`src/rtl/wallace_pipe_reducer_if.sv`:
```
// Handshake bundle between the partial-product source, the Wallace reducer and its consumer.
interface wallace_pipe_reducer_if #(
    parameter int unsigned NUM_PP = 13,
    parameter int unsigned PP_W   = 49,
    parameter int unsigned OUT_W  = 48
);
    logic                   in_valid;
    logic                   in_ready;
    logic [NUM_PP*PP_W-1:0] pp;
    logic                   in_clr;
    logic                   out_valid;
    logic                   out_ready;
    logic [OUT_W-1:0]       sum;

    modport master (output in_valid, pp, in_clr, out_ready,
                    input  in_ready, out_valid, sum);
    modport slave  (input  in_valid, pp, in_clr, out_ready,
                    output in_ready, out_valid, sum);
endinterface

```
`src/rtl/wallace_pipe_reducer.sv`:
```
// Pipelined carry-save (Wallace) reducer of NUM_PP partial products with valid/ready flow control.
// Build option WALLACE_ACC_EN turns the output register into a running accumulator cleared by in_clr.
module wallace_pipe_reducer #(
    parameter int unsigned NUM_PP           = 13,
    parameter int unsigned PP_W             = 49,
    parameter int unsigned OUT_W            = 48,
    parameter int unsigned LEVELS_PER_STAGE = 2
) (
    input logic                   clk,
    input logic                   rst,
    wallace_pipe_reducer_if.slave rdc
);

    function automatic int unsigned step_n(input int unsigned n);
        return (n > 2) ? 2 * (n / 3) + (n % 3) : n;
    endfunction

    function automatic int unsigned count_after(input int unsigned n, input int unsigned lv);
        int unsigned c;
        c = n;
        for (int unsigned i = 0; i < lv; i++) c = step_n(c);
        return c;
    endfunction

    function automatic int unsigned num_levels(input int unsigned n);
        int unsigned c;
        int unsigned l;
        c = n;
        l = 0;
        while (c > 2) begin
            c = step_n(c);
            l++;
        end
        return l;
    endfunction

    localparam int unsigned LEVELS = num_levels(NUM_PP);
    localparam int unsigned LPS    = (LEVELS_PER_STAGE < 1) ? 1 : LEVELS_PER_STAGE;
    localparam int unsigned STAGES = (LEVELS + LPS - 1) / LPS;

    typedef logic [PP_W-1:0] word_t;

    if (OUT_W > PP_W) begin : g_err_out_w
        $error("wallace_pipe_reducer: OUT_W must not exceed PP_W");
    end
    if (NUM_PP < 3) begin : g_err_num_pp
        $error("wallace_pipe_reducer: NUM_PP must be at least 3");
    end
    if (LEVELS_PER_STAGE < 1) begin : g_err_lps
        $error("wallace_pipe_reducer: LEVELS_PER_STAGE must be at least 1");
    end

    word_t            stg_d [STAGES][NUM_PP];
    word_t            stg_q [STAGES][NUM_PP];
    logic [OUT_W-1:0] out_d;
    logic [OUT_W-1:0] out_q;
    logic [STAGES:0]  v_q;
    logic [STAGES:0]  ld_c;
    logic [STAGES:0]  vin_c;
    logic [STAGES:0]  en_c;

    // A stage may load when it or any stage downstream of it is empty, or the sink drains.
    always_comb begin
        ld_c = '0;
        for (int k = 0; k <= int'(STAGES); k++) begin
            ld_c[k] = rdc.out_ready || (((~v_q) >> k) != '0);
        end
    end

    assign vin_c = {v_q[STAGES-1:0], rdc.in_valid};
    assign en_c  = ld_c & vin_c;

    // Compressor levels of each stage; unused operand slots are tied to zero.
    for (genvar s = 0; s < STAGES; s++) begin : g_stage
        localparam int unsigned N_IN  = count_after(NUM_PP, s * LPS);
        localparam int unsigned LV    = (LEVELS - s * LPS < LPS) ? (LEVELS - s * LPS) : LPS;
        localparam int unsigned N_OUT = count_after(N_IN, LV);

        word_t lvl [LV+1][N_IN];

        for (genvar k = 0; k < N_IN; k++) begin : g_src
            if (s == 0) begin : g_pp
                assign lvl[0][k] = rdc.pp[k*PP_W +: PP_W];
            end else begin : g_reg
                assign lvl[0][k] = stg_q[s-1][k];
            end
        end

        for (genvar l = 0; l < LV; l++) begin : g_lvl
            localparam int unsigned N  = count_after(N_IN, l);
            localparam int unsigned G  = N / 3;
            localparam int unsigned NO = 2 * G + N % 3;

            for (genvar g = 0; g < G; g++) begin : g_csa
                word_t a, b, c;
                assign a = lvl[l][3*g];
                assign b = lvl[l][3*g+1];
                assign c = lvl[l][3*g+2];
                assign lvl[l+1][2*g]   = a ^ b ^ c;
                assign lvl[l+1][2*g+1] = ((a & b) | (a & c) | (b & c)) << 1;
            end
            for (genvar j = 0; j < N % 3; j++) begin : g_pass
                assign lvl[l+1][2*G+j] = lvl[l][3*G+j];
            end
            for (genvar k = NO; k < N_IN; k++) begin : g_zero
                assign lvl[l+1][k] = '0;
            end
        end

        for (genvar k = 0; k < NUM_PP; k++) begin : g_out
            if (k < N_OUT) begin : g_live
                assign stg_d[s][k] = lvl[LV][k];
            end else begin : g_dead
                assign stg_d[s][k] = '0;
            end
        end
    end

`ifdef WALLACE_ACC_EN
    logic [STAGES-1:0] clr_q;

    // Restart flag rides alongside its operand set through the CSA stages.
    always_ff @(posedge clk or posedge rst) begin : p_clr
        if (rst) begin
            clr_q <= '0;
        end else begin
            if (en_c[0]) clr_q[0] <= rdc.in_clr;
            for (int k = 1; k < int'(STAGES); k++) begin
                if (en_c[k]) clr_q[k] <= clr_q[k-1];
            end
        end
    end

    assign out_d = OUT_W'(stg_q[STAGES-1][0] + stg_q[STAGES-1][1])
                 + (clr_q[STAGES-1] ? '0 : out_q);
`else
    assign out_d = OUT_W'(stg_q[STAGES-1][0] + stg_q[STAGES-1][1]);
`endif

    always_ff @(posedge clk or posedge rst) begin : p_valid
        if (rst) begin
            v_q <= '0;
        end else begin
            for (int k = 0; k <= int'(STAGES); k++) begin
                if (ld_c[k]) v_q[k] <= vin_c[k];
            end
        end
    end

    // Data only moves with a valid set so the output holds steady between results.
    always_ff @(posedge clk or posedge rst) begin : p_data
        if (rst) begin
            for (int s = 0; s < int'(STAGES); s++) begin
                for (int k = 0; k < int'(NUM_PP); k++) stg_q[s][k] <= '0;
            end
            out_q <= '0;
        end else begin
            for (int s = 0; s < int'(STAGES); s++) begin
                if (en_c[s]) stg_q[s] <= stg_d[s];
            end
            if (en_c[STAGES]) out_q <= out_d;
        end
    end

    assign rdc.in_ready  = ld_c[0];
    assign rdc.out_valid = v_q[STAGES];
    assign rdc.sum       = out_q;

endmodule

```
`src/flat_wrapper.sv`:
```
// flat-port wrapper written by rule: the top's interface ports become plain ports
module wallace_pipe_reducer_flat 
#(
    parameter int unsigned NUM_PP           = 13,
    parameter int unsigned PP_W             = 49,
    parameter int unsigned OUT_W            = 48,
    parameter int unsigned LEVELS_PER_STAGE = 2
)
  (clk, rst, rdc_in_valid, rdc_pp, rdc_in_clr, rdc_out_ready, rdc_in_ready, rdc_out_valid, rdc_sum);
  wallace_pipe_reducer_if #(.NUM_PP(NUM_PP), .PP_W(PP_W), .OUT_W(OUT_W)) rdc_i ();
  input logic clk;
  input logic rst;
  input wire logic [$bits(rdc_i.in_valid)-1:0] rdc_in_valid;
  input wire logic [$bits(rdc_i.pp)-1:0] rdc_pp;
  input wire logic [$bits(rdc_i.in_clr)-1:0] rdc_in_clr;
  input wire logic [$bits(rdc_i.out_ready)-1:0] rdc_out_ready;
  output wire logic [$bits(rdc_i.in_ready)-1:0] rdc_in_ready;
  output wire logic [$bits(rdc_i.out_valid)-1:0] rdc_out_valid;
  output wire logic [$bits(rdc_i.sum)-1:0] rdc_sum;
  assign rdc_i.in_valid = rdc_in_valid;
  assign rdc_i.pp = rdc_pp;
  assign rdc_i.in_clr = rdc_in_clr;
  assign rdc_i.out_ready = rdc_out_ready;
  assign rdc_in_ready = rdc_i.in_ready;
  assign rdc_out_valid = rdc_i.out_valid;
  assign rdc_sum = rdc_i.sum;
  wallace_pipe_reducer #(.NUM_PP(NUM_PP), .PP_W(PP_W), .OUT_W(OUT_W), .LEVELS_PER_STAGE(LEVELS_PER_STAGE)) u_core (.clk(clk), .rst(rst), .rdc(rdc_i));
endmodule
```
`config.mk`:
```
export PLATFORM = sky130hd
export DESIGN_NAME = wallace_pipe_reducer_flat
export DESIGN_NICKNAME = d
export VERILOG_FILES = /design/src/rtl/wallace_pipe_reducer_if.sv /design/src/rtl/wallace_pipe_reducer.sv /design/src/flat_wrapper.sv
export SDC_FILE = /design/constraint.sdc
export NUM_CORES = 2
export LEC_CHECK = 0
export CAP_MARGIN = 10
export CORE_AREA = 3 3 267 269
export CTS_CLUSTER_DIAMETER = 30
export DETAILED_ROUTE_END_ITERATION = 10
export DIE_AREA = 0 0 270 272
export PLACE_DENSITY = 0.89
export SYNTH_ARGS = -nofsm -noshare
export SYNTH_HDL_FRONTEND = slang
export SYNTH_SLANG_ARGS = --single-unit
```
`constraint.sdc`:
```
create_clock -name clk -period 52.9 [get_ports clk]
set_input_delay 7.935 -clock clk [delete_from_list [all_inputs] [get_ports clk]]
set_output_delay 7.935 -clock clk [all_outputs]
set_load 0.005 [all_outputs]
```
==> results.tsv <==
stage	metric	value	unit
critical_path	critical-path-top-delay-family	buffers and inverters	
global_routing	grt_pass1_wl	156000	um
timing	slew_violations	0	
detailed_routing	drc	0	
placement	io_buffers	677	
timing	tightest_slew	1080	ps
yosys	synth-edff-count	0	
power_and_ir_drop	vdd_drop_max	0.0282	mV
timing	layout_min_cycle_time	17340	ps
critical_path	required	44970	ps
critical_path	worstPathArrival	9410	ps
timing	fin_crit_sh	32.8	%
yosys	ys_warn_count	0	
die	core_area	0.0688	mm^2
critical_path	crit_chain	clkdlybuf4s50_1, nor2b_1, nand4_1, clkdlybuf4s50_1	
timing	setup_violations	0	
yosys	synth_area_leader_cell	dfrtp_1	
clock_network	clockBufferDepth	3	
timing	rsz0062_at_grt	false	
final_layout	n_fill_cell	3982	
yosys	yosysUniqueCellTypes	55	
final_layout	syn_to_final_growth	31.1	%
die	dieArea	0.0734	mm^2
clock_network	cts.clk_slew.worst_paths	50	ps
clock_network	cts.sinks	571	
min_path	worstHoldStart	u_core.rdc.sum[39]	
critical_path	critPathMaxStageDelay	510	ps
yosys	synth_area_leaders	dfrtp_1, fa_1, mux2_2, inv_1, ha_1	
detailed_routing	ant_nets	0	
placement	gp_congestion	0.914	
yosys	synth_commonest_cells	inv_1, dfrtp_1, fa_1	
placement	dpl-instance-area	0.0449	mm^2
yosys	ys_async_sr_fraction	100	%
yosys	syn_area_per_cell	11.9	um^2
yosys	synth-main-ff-cell	dfrtp_1	
final_layout	multi_input_area	0.0192	mm^2
critical_path	cp-start-kind	primary input	
final_layout	seq_area	0.0143	mm^2
timing	setup_slack	35560	ps
yosys	yosysMostFrequentCell	inv_1	
critical_path	path_class	in -> out	
global_routing	first_global_vias	29656	
critical_path	crit_fanout	5	
global_routing	antenna_found_initial	2	
yosys	ys_seq_area_share	38.5	%
timing	tns	0	ps
final_layout	design_area	0.0487	mm^2
clock_network	ctsResizeCount	0	
clock_network	tritoncts	done	
yosys	syn_nets	4313	
detailed_routing	drt-pass1-iter-count	7	
detailed_routing	wl_per_cell	20.3	um
yosys	synth.top_cell.area_share	38.5	%
min_path	hp-class	reg -> reg	
critical_path	cpMostUsedCell	clkdlybuf4s50_1	
die	io_pins	692	
final_layout	stdcell_count	4847	
critical_path	cp-end-kind	output port	
detailed_routing	drt-total-wl	98300	um
timing	relSlewSlack	28.2	%
timing	hold_viol	0	
global_routing	grt_start_max_net_pins	166	
global_routing	gr-total-overflow	0	
power_and_ir_drop	p_leak	0.0232	uW
timing	finalClockSkew	28.1	ps
placement	dp.cells	4646	
critical_path	r2r_start	u_core.v_q[3]	
final_layout	drive_gt1_share	17.9	%
power_and_ir_drop	p_per_area	55.1	mW/mm^2
critical_path	cp_slowest_cell	clkdlybuf4s50_1	
placement	place_ws	35550	ps
yosys	syn_area	0.0371	mm^2
flow_run	maxCapViolCount	0	
die	num_rows	96	
die	die_h	272	um
clock_network	cts_made_buffers	105	
outcome	status	complete, no violations	
clock_network	cts.htree.levels	3	
global_routing	grt_util_all_layers	27.2	%
critical_path	crit_start	rdc_out_ready	
die	floorplan.initialDensity	53.9	%
clock_network	clk_latency	640	ps
detailed_routing	vias	24931	
detailed_routing	viasPerCell	5.14	
final_layout	nets	5024	
clock_network	clockRootBuffer	clkbuf_16	
clock_network	post_cts.repair.setup_buffers	0	
yosys	netlist_instances	3111	
timing	fmax	57.7	MHz
detailed_routing	drtIter0Drc	1458	
yosys	ys_ff_latch	571	
die	die_x	270	um
placement	dpl.hpwl	68900	um
clock_network	ctsHoldBuffers	0	
critical_path	crit_buf_inv	2	
per-stage QoR:
stage | total power, uW | util [%] | hold WS, ps
2_1_floorplan | 1490 | - | 456
5_1_grt | 2860 | 70.7 | 509
6_report | 2680 | 70.7 | 477
3_3_place_gp | 1820 | 65.2 | 462
4_1_cts | 2690 | 70.7 | 480
3_5_place_dp | 1890 | 65.2 | 472
power breakdown:
group	internal (uW)	leakage (uW)	switching [uW]
logic	574	0.0146	647
clock network	463	0.00183	250
registers	625	0.00674	122
total	1660	0.0232	1020
kinds of logic after synthesis:
group / count (synthesis) / share of synthesized area (%)
flip-flops: 571 / 38.5
XOR/XNOR: 64 / 1.51
adder cells (fa/ha/maj): 560 / 29.2
AO/OA/AOI/OAI: 248 / 4.03
multiplexers: 471 / 14.3
AND/OR/NAND/NOR: 223 / 2.57
buffers and inverters: 974 / 9.96
cell type report:
cell class / count / share of cell area [%]
antenna: 2 / 0.0103
clock buffer: 116 / 5.69
clock inverter: 83 / 2.19
inverter: 889 / 6.87
multi-input combinational: 1566 / 39.4
sequential: 571 / 29.3
tap: 931 / 2.39
timing repair buffer: 689 / 14.1
final timing paths:
| kind | endpoint | slack [ps] | cells past startpoint |
|---|---|---|---|
| worst max-delay path | rdc_in_ready | 35560 | 4 |
| worst min-delay path | u_core.rdc.sum[39] | 480 | 2 |
| worst max register to register | u_core.g_stage[1].g_lvl[0].g_csa[1].b[35] | 49450 | 6 |
| worst min register to register | u_core.rdc.sum[39] | 480 | 2 |
| max in group asynchronous | u_core.g_stage[1].g_lvl[0].g_csa[1].a[17] | 41910 | 5 |
| min in group asynchronous | u_core.g_stage[1].g_lvl[0].g_csa[1].b[42] | 7830 | 2 |
layout by cell type, fill, tap and decap left out, drive strengths merged, types with 2 or more instances in the layout:
| cell | synthesis | layout |
|---|---|---|
| inv | 889 | 904 |
| clkdlybuf4s50 | 0 | 677 |
| dfrtp | 571 | 571 |
| fa | 509 | 509 |
| mux2 | 471 | 471 |
| nand2 | 137 | 137 |
| o21ai | 125 | 125 |
| clkbuf | 46 | 116 |
| a21oi | 54 | 54 |
| ha | 51 | 51 |
| xnor2 | 37 | 37 |
| clkinv | 0 | 36 |
| nor2 | 33 | 33 |
| xor2 | 27 | 27 |
| a21o | 18 | 18 |
| clkinvlp | 0 | 16 |
| bufinv | 0 | 16 |
| nand4 | 13 | 13 |
| buf | 39 | 12 |
| o21bai | 9 | 9 |
| nand3 | 8 | 8 |
| o21a | 7 | 7 |
| nor3 | 7 | 7 |
| nand2b | 7 | 7 |
| nor2b | 6 | 6 |
| a31oi | 6 | 6 |
| a211oi | 5 | 5 |
| o211ai | 4 | 4 |
| or3 | 3 | 3 |
| o31ai | 3 | 3 |
| and3 | 3 | 3 |
| a21boi | 3 | 3 |
| diode | 0 | 2 |
| or2 | 2 | 2 |
| a41oi | 2 | 2 |
| nor3b | 2 | 2 |
| a31o | 2 | 2 |
| a2111oi | 2 | 2 |
state kept, by name, summed over array words and instances (netlist names):
signal and cells:
u_core.g_stage.g_lvl.g_csa.a 142, u_core.stg_q 94, u_core.g_stage.g_lvl.g_csa.b 142, u_core.v_q 4, u_core.rdc.sum 48, u_core.g_stage.g_lvl.g_csa.c 141
routing by layer:
| layer | GRT usage [%] | vias to the layer above | part of all wire [%] |
|---|---|---|---|
| met3 | 5.42 | 309 | 5.0 |
| met1 | 29.3 | 12896 | 35 |
| met5 | 0 | - | 0 |
| met4 | 12.9 | 0 | 5.0 |
| met2 | 51.2 | 890 | 55 |
| li1 | - | 10836 | - |
worst reg2reg max path, cell delays in order, from the launching register on:
cell and delay [ps]:
dfrtp_1 340, nor2b_1 320, nand4_1 250, nand2_4 260, buf_4 750, buf_4 900
mux2_2 520
Note: power is estimated with default switching activity, not from simulation.
